**src/rtl/cb_rd_sched.sv**
```systemverilog
// -----------------------------------------------------------------------------
// cb_rd_sched
// Sequences coefficient-buffer port A among three operand fetchers
// (A = index 0, B = index 1, M = index 2). One transaction is in flight at a
// time: grant, burst of reads, drain while read data and the registered mapper
// output retire, then a one-cycle done pulse to the fetcher.
//
// Optional feature (macro CB_RD_SCHED_M_PRIO_EN):
//   defined   : M has strict priority; A/B round-robin between themselves.
//   undefined : three-way round robin starting at rr.
//
// Ports:
//   clk, sys_rst_n      clock, asynchronous active-low reset
//   req[2:0]            request per fetcher
//   req_addr/len/dir    per-fetcher base address, burst length, map direction
//   gnt[2:0]            one-hot grant held for the whole transaction
//   done[2:0]           one-cycle completion pulse
//   CB_ena, CB_addra    port-A read enable / address
//   CB_douta_sel[3:0]   {target, direction}, aligned to returning read data
//   out_vld[2:0]        mapped word present at the target mapper output
//   busy                state != IDLE
//   dbg_state[1:0]      FSM state (IDLE=0, BURST=1, DRAIN=2)
//
// Handshake: req is a level request sampled only in IDLE; fields are latched
// at grant and ignored afterwards; done closes the transaction.
// -----------------------------------------------------------------------------
module cb_rd_sched #(
    parameter int CB_AW  = 10,
    parameter int LEN_W  = 8,
    parameter int RD_LAT = 1
) (
    input  logic                 clk,
    input  logic                 sys_rst_n,
    input  logic [2:0]           req,
    input  logic [3*CB_AW-1:0]   req_addr,
    input  logic [3*LEN_W-1:0]   req_len,
    input  logic [5:0]           req_dir,
    output logic [2:0]           gnt,
    output logic [2:0]           done,
    output logic                 CB_ena,
    output logic [CB_AW-1:0]     CB_addra,
    output logic [3:0]           CB_douta_sel,
    output logic [2:0]           out_vld,
    output logic                 busy,
    output logic [1:0]           dbg_state
);

    typedef enum logic [1:0] {
        IDLE  = 2'd0,
        BURST = 2'd1,
        DRAIN = 2'd2
    } state_t;

    localparam int DW = (RD_LAT < 1) ? 1 : $clog2(RD_LAT + 1);
    localparam logic [DW-1:0] DLAST = DW'(RD_LAT);

    typedef struct packed {
        logic       vld;
        logic [2:0] tgt;
        logic [3:0] sel;
    } pipe_t;

    state_t           state;
    logic [1:0]       rr;
    logic [1:0]       w_q;
    logic [CB_AW-1:0] base_q;
    logic [LEN_W-1:0] len_q;
    logic [1:0]       dir_q;
    logic [LEN_W-1:0] cnt;
    logic [DW-1:0]    dcnt;

    logic             win_vld;
    logic [1:0]       win;
    logic [CB_AW-1:0] win_addr;
    logic [LEN_W-1:0] win_len;
    logic [1:0]       win_dir;
    logic [3:0]       s0_sel;
    pipe_t            pipe [1:RD_LAT+1];

    // Arbitration: pick a winner among the requesting fetchers.
    always_comb begin
        win_vld = |req;
        win     = 2'd0;
`ifdef CB_RD_SCHED_M_PRIO_EN
        // rr only ever holds 0 (A first) or 1 (B first) in this mode.
        if (req[2])
            win = 2'd2;
        else if (req[rr[0]])
            win = {1'b0, rr[0]};
        else
            win = {1'b0, ~rr[0]};
`else
        begin
            logic [1:0] c0, c1, c2;
            c0 = rr;
            c1 = (rr == 2'd2) ? 2'd0 : rr + 2'd1;
            c2 = (rr == 2'd0) ? 2'd2 : rr - 2'd1;
            if (req[c0])
                win = c0;
            else if (req[c1])
                win = c1;
            else
                win = c2;
        end
`endif
    end

    assign win_addr = req_addr[win*CB_AW +: CB_AW];
    assign win_len  = req_len[win*LEN_W +: LEN_W];
    assign win_dir  = req_dir[win*2 +: 2];

    // Main sequencer; all outputs it drives are registered.
    always_ff @(posedge clk or negedge sys_rst_n) begin
        if (!sys_rst_n) begin
            state    <= IDLE;
            rr       <= 2'd0;
            w_q      <= 2'd0;
            base_q   <= '0;
            len_q    <= '0;
            dir_q    <= 2'd0;
            cnt      <= '0;
            dcnt     <= '0;
            gnt      <= 3'd0;
            done     <= 3'd0;
            CB_ena   <= 1'b0;
            CB_addra <= '0;
        end else begin
            case (state)
                IDLE: begin
                    done <= 3'd0;
                    if (win_vld) begin
                        w_q    <= win;
                        base_q <= win_addr;
                        len_q  <= win_len;
                        dir_q  <= win_dir;
                        gnt    <= 3'b001 << win;
                        cnt    <= '0;
                        if (win_len != '0) begin
                            state    <= BURST;
                            CB_ena   <= 1'b1;
                            CB_addra <= win_addr;
                        end else begin
                            // Zero-length: jump straight to the last drain
                            // cycle so gnt and done share a single cycle.
                            state <= DRAIN;
                            dcnt  <= DLAST;
                            done  <= 3'b001 << win;
                        end
                    end
                end
                BURST: begin
                    if (cnt == len_q - 1'b1) begin
                        state  <= DRAIN;
                        CB_ena <= 1'b0;
                        dcnt   <= '0;
                        done   <= (RD_LAT == 0) ? gnt : 3'd0;
                    end else begin
                        cnt      <= cnt + 1'b1;
                        CB_addra <= base_q + CB_AW'(cnt + 1'b1);
                    end
                end
                DRAIN: begin
                    if (dcnt == DLAST) begin
                        state <= IDLE;
                        done  <= 3'd0;
                        gnt   <= 3'd0;
`ifdef CB_RD_SCHED_M_PRIO_EN
                        if (w_q != 2'd2)
                            rr <= (w_q == 2'd0) ? 2'd1 : 2'd0;
`else
                        rr <= (w_q == 2'd2) ? 2'd0 : w_q + 2'd1;
`endif
                    end else begin
                        dcnt <= dcnt + 1'b1;
                        // done is registered, so raise it entering the last cycle.
                        done <= (DW'(dcnt + 1'b1) == DLAST) ? gnt : 3'd0;
                    end
                end
                default: state <= IDLE;
            endcase
        end
    end

    // Select for the current read; zero whenever no read is issued.
    assign s0_sel = CB_ena ? {w_q + 2'd1, dir_q} : 4'd0;

    // Delay line: stage k holds the read issued k cycles ago.
    always_ff @(posedge clk or negedge sys_rst_n) begin
        if (!sys_rst_n) begin
            for (int k = 1; k <= RD_LAT + 1; k++)
                pipe[k] <= '0;
        end else begin
            pipe[1] <= '{vld: CB_ena, tgt: gnt, sel: s0_sel};
            for (int k = 2; k <= RD_LAT + 1; k++)
                pipe[k] <= pipe[k-1];
        end
    end

    generate
        if (RD_LAT == 0) begin : g_lat0
            assign CB_douta_sel = s0_sel;
        end else begin : g_latn
            assign CB_douta_sel = pipe[RD_LAT].sel;
        end
    endgenerate

    // Mapper output is registered: one stage beyond the read data.
    assign out_vld   = pipe[RD_LAT+1].vld ? pipe[RD_LAT+1].tgt : 3'd0;
    assign busy      = (state != IDLE);
    assign dbg_state = state;

endmodule

```
**config.mk**
```make
export PLATFORM = sky130hd
export DESIGN_NAME = cb_rd_sched
export DESIGN_NICKNAME = d
export VERILOG_FILES = /design/src/rtl/cb_rd_sched.sv
export SDC_FILE = /design/constraint.sdc
export NUM_CORES = 1
export LEC_CHECK = 0
export BUFFER_PORTS_ARGS = -buffer_cell sky130_fd_sc_hd__buf_4
export CAP_MARGIN = 10
export CORE_AREA = 2 2 95 97
export CTS_CLUSTER_DIAMETER = 30
export DETAILED_ROUTE_END_ITERATION = 16
export DIE_AREA = 0 0 97 99
export HOLD_SLACK_MARGIN = 0.15
export PLACE_DENSITY = 0.76
export SYNTH_ARGS = -nofsm -noshare
export SYNTH_HDL_FRONTEND = slang
export SYNTH_SLANG_ARGS = --single-unit
```
**constraint.sdc**
```tcl
create_clock -name clk -period 2.9 [get_ports clk]
set_input_delay 0.87 -clock clk [delete_from_list [all_inputs] [get_ports clk]]
set_output_delay 0.87 -clock clk [all_outputs]
set_load 0.005 [all_outputs]
```
==> results of run 1 <==
==> synthesized netlist by cell type (11+ instances only) <==
master / instances / area [um^2]
nand3_1: 21 / 105.1
nand2_1: 71 / 266.5
nor2_1: 19 / 71.32
dfrtp_1: 64 / 1602
inv_1: 19 / 71.32
a21oi_1: 31 / 155.2
clkbuf_1: 12 / 45.04
ha_1: 21 / 262.8
o21ai_0: 16 / 80.08
o21ai_1: 22 / 110.1
mux2i_1: 15 / 150.1
xnor2_1: 11 / 96.34
==> registers in the layout, indices dropped and copies added, names as in the netlist <==
register,count
dbg_state,2
rr,2
cnt,8
CB_addra,10
dir_q,2
base_q,10
gnt,3
done,3
CB_ena,1
CB_douta_sel,4
dcnt,1
len_q,8
pipe,8
w_q,2
==> layer usage <==
| layer | up-vias | part of all wire, % | track usage [%] |
|---|---|---|---|
| met5 | - | 0 | 0 |
| met4 | 0 | 1.6 | 6.609 |
| met3 | 20 | 3.7 | 4.397 |
| met2 | 100 | 50 | 40.33 |
| met1 | 1892 | 44 | 30.33 |
| li1 | 1886 | - | - |
==> cells in the final DEF, fill, tap and decap left out, drive strengths merged, types with 12 or more instances in the layout <==
| cell | netlist | final |
|---|---|---|
| nand2 | 71 | 71 |
| inv | 19 | 19 |
| a21oi | 32 | 32 |
| mux2i | 15 | 15 |
| mux2 | 18 | 18 |
| nand3 | 21 | 21 |
| o21ai | 38 | 38 |
| dfrtp | 64 | 64 |
| ha | 21 | 21 |
| clkbuf | 12 | 12 |
| buf | 9 | 132 |
| nor2 | 22 | 22 |
==> through the flow <==
| step | total power, mW | hold slack (ns) | worst slack [ns] | TNS, ns | utilization (%) |
|---|---|---|---|---|---|
| after floorplan | 4.579 | 0.3312 | -0.04875 | -0.4875 | - |
| after global placement | 5.835 | 0.3319 | -0.09045 | -0.9627 | 61.75 |
| after detailed placement | 5.955 | 0.3355 | -0.1709 | -2.046 | 61.75 |
| after CTS | 6.767 | 0.3458 | 0.009187 | 0 | 64.21 |
| after global routing | 7.478 | 0.3507 | -0.1276 | -1.253 | 65.67 |
| final | 6.976 | 0.3459 | -0.001484 | -0.001484 | 65.67 |
==> layout make-up <==
cell class	instances	area (um^2)	share of cell area (%)
Timing Repair Buffer	132	1007	17.94
Clock inverter	3	40.04	0.7130
Sequential cell	64	1603	28.54
Multi-Input combinational cell	360	2594	46.19
Inverter	19	71.32	1.270
Tap cell	108	135.1	2.406
Clock buffer	12	165.2	2.941
==> critical path: cells and delay by family, from the launching register on <==
family          cells  cell delay [ns]
simple gates        6             1.82
compound gates      2             0.47
buf+inv             1             0.15
flops               1             0.38
==> cells by family (layout without fill, tap and decap cells) <==
logic type                 after synthesis  after routing  share of synthesized area, %
buffers and inverters                   40            166                         4.206
adders and majority gates               22             22                         6.694
DFF                                     64             64                         37.91
and+or+nand+nor                        164            164                         18.45
muxes                                   33             33                         9.242
AOI/OAI and AO/OA                      120            120                         19.14
xor gates and xnor gates                21             21                         4.354
==> what timing repair did <==
action                                  CTS  global route
gates cloned                              0             0
buffers inserted                          0             7
endpoints found under the setup margin    1            17
gates resized for setup                   2            18
pin swaps                                 1            22
==> worst paths after layout <==
| kind | start | end | depth (start not counted) |
|---|---|---|---|
| max | len_q[2] | dbg_state[0] | 9 |
| min | pipe[14] | pipe[6] | 0 |
| max reg2reg | len_q[2] | dbg_state[0] | 9 |
| min reg2reg | pipe[14] | pipe[6] | 0 |
| max in group asynchronous | sys_rst_n | rr[0] | 1 |
| min in group asynchronous | sys_rst_n | CB_douta_sel[3] | 1 |
==> power groups by stage <==
stage / sequential, mW / clock (mW) / combinational [mW]
after floorplan: 1.51 / 0 / 3.07
after global placement: 1.54 / 0 / 4.30
after detailed placement: 1.54 / 0 / 4.41
after CTS: 1.53 / 0.799 / 4.43
after global routing: 1.58 / 0.831 / 5.06
final: 1.54 / 0.791 / 4.64
==> metrics.cfg, run 1 <==
[outcome]
run_status = complete, but fails checks
failing_checks = setup timing

[sta]
worst_pin_slew_ns = 0.8080
finalSetupViolations = 1
slew-limit-headroom_pct = 46.13
rsz0062_at_grt = yes
min_period_over_period_pct = 100.1
worst_setup_slack_final_ns = -0.001484
slew_violations = 0
period_minus_slack_ns = 2.901
hold_violation_count_in_the_final_report = 0
clock-skew-final_ns = 0.01360
timing.fmax_ghz = 0.3447

[synthesis]
synth-warning-count = 0
synth_edf_count = 0
syn_avg_cell_area_um2 = 9.104
syn_inst = 464
synth_seq_cells = 64
synth_seq_area_share_pct = 37.91
synth.distinct_cells = 63
mappedNetlistArea_mm2 = 0.004224
asyncSetResetFlopFracSynth_pct = 100.0
synthFlopType = dfrtp_1
syn-num-nets = 551

[floorplanning]
core_area_mm2 = 0.008551
dieWidth_um = 97
fp.dieH_um = 99
top_level_ports = 92
floorplan.initialDensity_pct = 49.40
floorplan.die_area_mm2 = 0.009603
placementRows = 34

[place]
place_inst = 676
dp_hpwl_um = 8587
dpl_cell_area_mm2 = 0.005280
port_buffers = 91
gp_congestion = 0.9291

[drt]
first_pass_iters = 5
route.final.wire_length_um = 11400
drt_iter0_drc = 249
drt.antenna.violating_nets = 0
wl_per_cell_um = 16.34
routed_via_density = 5.585
drc = 0
routed-via-count = 3898

[setup_path]
crit_path_max_fanout = 9
timing.critical_path.from_type = register
timing.critical_path.cells = or4_4, or4b_1, and3_1, o31a_1, buf_4, nor2_2, nor2_2, or3_1, o22ai_1
worstPathRequired_ns = 3.16
crit_top_cell = nor2_2
critical_path_data_arrival_time_ns = 3.16
crit_path_top_delay_cell = or4_4
r2r_setup_slack_ns = -0.001
timing.setup.critical_path_class = reg -> reg
critical_path.max_stage_delay_ns = 0.55
crit_path_capture_type = register

[power_and_ir_drop]
pwr-share-comb_pct = 66.5
internal-power_mw = 3.972
clockPowerShare_pct = 11.3
leakage_nw = 2.651
share_seq_of_total_power_pct = 22.1
ir_drop_uv = 899.7
netSwitchingPower_mw = 3.004
power.density_cell_area_mw_per_mm2 = 1242
netSwitchingFraction_pct = 43.06

[global_routing]
grt_first_pass_wirelength_um = 18220
grt_use_total_pct = 23.41
grt_max_degree = 65
grt-ovfl-total = 0
via_count_of_the_first_global_routing_pass = 3853
initial_antenna_violation_count = 0

[cts]
clock_pin_slew_reported_for_the_worst_setup_and_hold_paths_after_clock_tree_synthesis_ns = 0.07
tritoncts.num_buffers = 9
cts_tree = done
h-tree-depth = 3
cts_num_sinks = 64
clock_tree.root_cell = clkbuf_8
ctsLongestPathBuffers = 2
clock_latency_ns = 0.35
ctsHoldBuffers = 0

[cells_and_area]
areaGrowthSynthToFinish_pct = 32.94
final_cells = 698
drive_gt1_share_pct = 33.73
fillerInstances = 671
finish.net_count = 673
num_antenna_cells = 0
finalInstanceArea_mm2 = 0.005615

[hold_path]
hold_removal_path_class = reg -> reg

[job]
max_cap_violation_count = 0

Note: power is estimated with default switching activity, not from simulation.
==> run 2, diff against run 1 <==
--- a/config.mk
+++ b/config.mk
@@ -13,6 +13,8 @@
 export DIE_AREA = 0 0 97 99
 export HOLD_SLACK_MARGIN = 0.15
 export PLACE_DENSITY = 0.76
+export SKIP_CTS_REPAIR_TIMING = 1
+export SKIP_LAST_GASP = 1
 export SYNTH_ARGS = -nofsm -noshare
 export SYNTH_HDL_FRONTEND = slang
 export SYNTH_SLANG_ARGS = --single-unit
==> metrics.cfg, run 2 (same netlist as run 1, synthesis figures left out) <==
[global_routing]
initial_antenna_violation_count = 0
via_count_of_the_first_global_routing_pass = 3844
grt_use_total_pct = 23.38
grt_max_degree = 65
grt_first_pass_wirelength_um = 18180
grt-ovfl-total = 0

[cells_and_area]
layout_commonest_cell = buf_4
finalInstanceArea_mm2 = 0.005602
postLayoutCoreUtil_pct = 65.51
drive_gt1_share_pct = 33.22
num_antenna_cells = 0
areaGrowthSynthToFinish_pct = 32.61
finish.net_count = 673
layout_top_registers = CB_addra (10), base_q (10)
final_cell_mix = 129 x buf_4, 70 x nand2_1, 63 x dfrtp_1
final_cells = 698

[floorplanning]
placementRows = 34
top_level_ports = 92
dieWidth_um = 97
floorplan.initialDensity_pct = 49.40
fp.dieH_um = 99
core_area_mm2 = 0.008551
floorplan.die_area_mm2 = 0.009603

[cts]
tritoncts.num_buffers = 9
cts_tree = done
ctsLongestPathBuffers = 2
clock_pin_slew_reported_for_the_worst_setup_and_hold_paths_after_clock_tree_synthesis_ns = 0.07
clock_tree.root_cell = clkbuf_8
clock_latency_ns = 0.35
cts_num_sinks = 64
h-tree-depth = 3

[place]
dpl_cell_area_mm2 = 0.005280
pre_cts_slack_ns = -0.1709
place_inst = 676
gp_congestion = 0.9291
dp_hpwl_um = 8587
port_buffers = 91

[sta]
slew_violations = 0
rsz0062_at_grt = yes
finalHoldWorstSlack_ns = 0.3454
worst_setup_slack_final_ns = -0.04291
timing.fmax_ghz = 0.3398
setup_tns_ns = -0.1081
worst_pin_slew_ns = 0.8016
slew-limit-headroom_pct = 46.56
clock-skew-final_ns = 0.01458
period_minus_slack_ns = 2.943
min_period_over_period_pct = 101.5
finalSetupViolations = 4
hold_violation_count_in_the_final_report = 0

[power_and_ir_drop]
power.density_cell_area_mw_per_mm2 = 1242
leakage_nw = 2.653
report.power.total_mw = 6.960
ir_drop_uv = 901.1

[drt]
routed_via_density = 5.599
wl_per_cell_um = 16.19
route.final.wire_length_um = 11300
drc = 0
drt.antenna.violating_nets = 0
routed-via-count = 3908
first_pass_iters = 5
drt_iter0_drc = 287

[hold_path]
hold_removal_path_class = reg -> reg

[outcome]
failing_checks = setup timing
run_status = complete, but fails checks

[setup_path]
crit_path_top_delay_cell = or4_4
crit_path_max_fanout = 5
worstPathRequired_ns = 3.11
crit_path_capture_type = register
timing.critical_path.from_type = register
critical_path_data_arrival_time_ns = 3.15
timing.setup.critical_path_class = reg -> reg
critical_path.max_stage_delay_ns = 0.56
timing.critical_path.cells = or4_4, or4b_1, and3_1, o31a_1, o31ai_4, buf_6, dlymetal6s2s_1, or3_1, a21oi_1

[job]
max_cap_violation_count = 0

## run 2: cell type report
| type | count | area, um^2 |
|---|---|---|
| Clock buffer | 12 | 165.2 |
| Clock inverter | 3 | 40.04 |
| Fill cell | 675 | 2949 |
| Inverter | 19 | 71.32 |
| Multi-Input combinational cell | 360 | 2575 |
| Sequential cell | 64 | 1603 |
| Tap cell | 108 | 135.1 |
| Timing Repair Buffer | 132 | 1012 |
## run 2: worst paths after layout
check / from / to / slack (ns) / cells after the start
max: len_q[2] / cnt[4] / -0.04 / 9
min: pipe[14] / pipe[6] / 0.35 / 0
max reg2reg: len_q[2] / cnt[4] / -0.04 / 9
min reg2reg: pipe[14] / pipe[6] / 0.35 / 0
max in group asynchronous: sys_rst_n / rr[0] / 1.75 / 1
min in group asynchronous: sys_rst_n / CB_douta_sel[3] / 0.60 / 1
## run 2: routing by layer
layer	vias to the layer above	GRT usage, %	share of wire (%)
met5	-	0	0
met3	23	4.397	4.0
met4	0	6.609	1.6
met1	1883	30.28	45
met2	114	40.28	50
li1	1888	-	-
## run 2: critical path, delay by kind of cell, from the launching register on
family / cells / cell delay (ns)
simple gates: 4 / 1.35
compound gates: 3 / 0.72
flops: 1 / 0.38
buf+inv: 2 / 0.35
## run 2: report_power, final
group	total [mW]	switching, mW	internal (mW)
Combinational	4.62	2.38	2.24
Sequential	1.54	0.276	1.27
Clock	0.794	0.334	0.460
==> run 3, diff against run 2 <==
--- a/config.mk
+++ b/config.mk
@@ -7,12 +7,12 @@
 export LEC_CHECK = 0
 export BUFFER_PORTS_ARGS = -buffer_cell sky130_fd_sc_hd__buf_4
 export CAP_MARGIN = 10
-export CORE_AREA = 2 2 95 97
+export CORE_AREA = 2 2 79 118
 export CTS_CLUSTER_DIAMETER = 30
 export DETAILED_ROUTE_END_ITERATION = 16
-export DIE_AREA = 0 0 97 99
+export DIE_AREA = 0 0 81 120
 export HOLD_SLACK_MARGIN = 0.15
-export PLACE_DENSITY = 0.76
+export PLACE_DENSITY = 0.75
 export SKIP_CTS_REPAIR_TIMING = 1
 export SKIP_LAST_GASP = 1
 export SYNTH_ARGS = -nofsm -noshare
==> metrics.cfg, run 3 (same netlist as run 1, synthesis figures left out) <==
[setup_path]
critical_path_data_arrival_time_ns = 3.10
crit_path_capture_type = register
timing.setup.critical_path_class = reg -> reg
worstPathRequired_ns = 3.12
timing.critical_path.from_type = register
crit_path_max_fanout = 10

[power_and_ir_drop]
report.power.total_mw = 7.319
power.density_cell_area_mw_per_mm2 = 1290
ir_drop_uv = 692.9
leakage_nw = 2.676

[place]
gp_congestion = 0.9226
port_buffers = 91
pre_cts_slack_ns = -0.1637
place_inst = 681
dp_hpwl_um = 8726

[sta]
period_minus_slack_ns = 2.877
worst_pin_slew_ns = 0.8209
worst_setup_slack_final_ns = 0.02349
slew_violations = 0
clock-skew-final_ns = 0.006560
rsz0062_at_grt = yes
slew-limit-headroom_pct = 45.27
hold_violation_count_in_the_final_report = 0
min_period_over_period_pct = 99.19
finalHoldWorstSlack_ns = 0.3548
finalSetupViolations = 0
timing.fmax_ghz = 0.3476

[global_routing]
grt_max_degree = 65
initial_antenna_violation_count = 0
grt_use_total_pct = 25.53
via_count_of_the_first_global_routing_pass = 4063
grt_first_pass_wirelength_um = 18930
grt-ovfl-total = 0

[drt]
routed_via_density = 5.625
route.final.wire_length_um = 11700
wl_per_cell_um = 16.74
routed-via-count = 3932
drc = 0
first_pass_iters = 5
drt_iter0_drc = 219
drt.antenna.violating_nets = 0

[cts]
tritoncts.num_buffers = 9
cts_num_sinks = 64
ctsLongestPathBuffers = 2
clock_latency_ns = 0.34
h-tree-depth = 3
cts_tree = done
clock_pin_slew_reported_for_the_worst_setup_and_hold_paths_after_clock_tree_synthesis_ns = 0.06
clock_tree.root_cell = clkbuf_16

[hold_path]
hold_removal_path_class = reg -> reg

[cells_and_area]
fillerInstances = 765
finish.net_count = 671
final_cells = 699
layout_commonest_cell = buf_4
num_antenna_cells = 0
areaGrowthSynthToFinish_pct = 34.27
final_cell_mix = 127 x buf_4, 70 x nand2_1, 63 x dfrtp_1
drive_gt1_share_pct = 31.75
layout_top_registers = CB_addra (10), base_q (10)

[floorplanning]
core_area_mm2 = 0.008723
dieWidth_um = 81
floorplan.initialDensity_pct = 48.42
placementRows = 42
top_level_ports = 92
fp.dieH_um = 120
floorplan.die_area_mm2 = 0.009720

[outcome]
run_status = finished, final reports clean

[job]
max_cap_violation_count = 0

==> run 3: changes by cell type in the layout (fill, tap and decap cells not counted), sizes merged <==
| cell | delta |
|---|---|
| bufinv | +1 |
| dlymetal6s2s | -1 |
| inv | +2 |
| clkinvlp | +1 |
| buf | -1 |
| clkinv | -2 |
| clkbuf | -1 |
==> run 3: cell type report <==
| type | instances | area, um^2 | area share [%] |
|---|---|---|---|
| inverters | 19 | 71.32 | 1.257 |
| flip-flops and latches | 64 | 1603 | 28.26 |
| clock inverters | 5 | 85.08 | 1.500 |
| multi-input cells | 360 | 2526 | 44.54 |
| clock buffers | 11 | 252.7 | 4.456 |
| repair buffers | 130 | 996.0 | 17.56 |
| well taps | 110 | 137.6 | 2.427 |
==> run 3: per-stage QoR <==
step                cell area (um^2)  setup TNS (ns)  utilization, %
finish                          5672               0           65.02
global route                    5672         -0.8606           65.02
CTS                             5643        -0.07703           64.69
detailed placement              5305          -1.714           60.81
global placement                5305          -1.136           60.81
floorplan                       4310         -0.4875               -
==> run 3: routing by layer <==
| layer | wire (um) | GRT usage, % | vias to the layer above |
|---|---|---|---|
| met2 | 6240 | 44.89 | 116 |
| met5 | 0 | 0 | - |
| met4 | 542 | 14.41 | 0 |
| met1 | 4444 | 28.87 | 1880 |
| li1 | - | - | 1894 |
| met3 | 472 | 3.383 | 42 |
==> run 3: worst paths after layout <==
path                            cells after the start     endpoint  slack, ns      start
worst max-delay path                               11  CB_addra[1]       0.02      rr[0]
worst min-delay path                                0      pipe[7]       0.35   pipe[15]
worst max register to register                     11  CB_addra[1]       0.02      rr[0]
worst min register to register                      0      pipe[7]       0.35   pipe[15]
max in group asynchronous                           1        rr[0]       1.69  sys_rst_n
min in group asynchronous                           1  CB_addra[5]       0.62  sys_rst_n
==> run 3: power breakdown <==
group / internal, mW / switching [mW]
sequential: 1.27 / 0.252
combinational: 2.21 / 2.37
clock: 0.805 / 0.415
==> run 3: critical path, cell delays in order, from the launching register on <==
cell       delay (ns)
dfrtp_2          0.43
inv_2            0.10
ha_4             0.18
mux2i_4          0.25
o211ai_2         0.15
a31o_2           0.30
a21boi_2         0.17
o2bb2ai_1        0.17
a2111oi_4        0.43
a21oi_4          0.11
buf_12           0.17
mux2_4           0.29
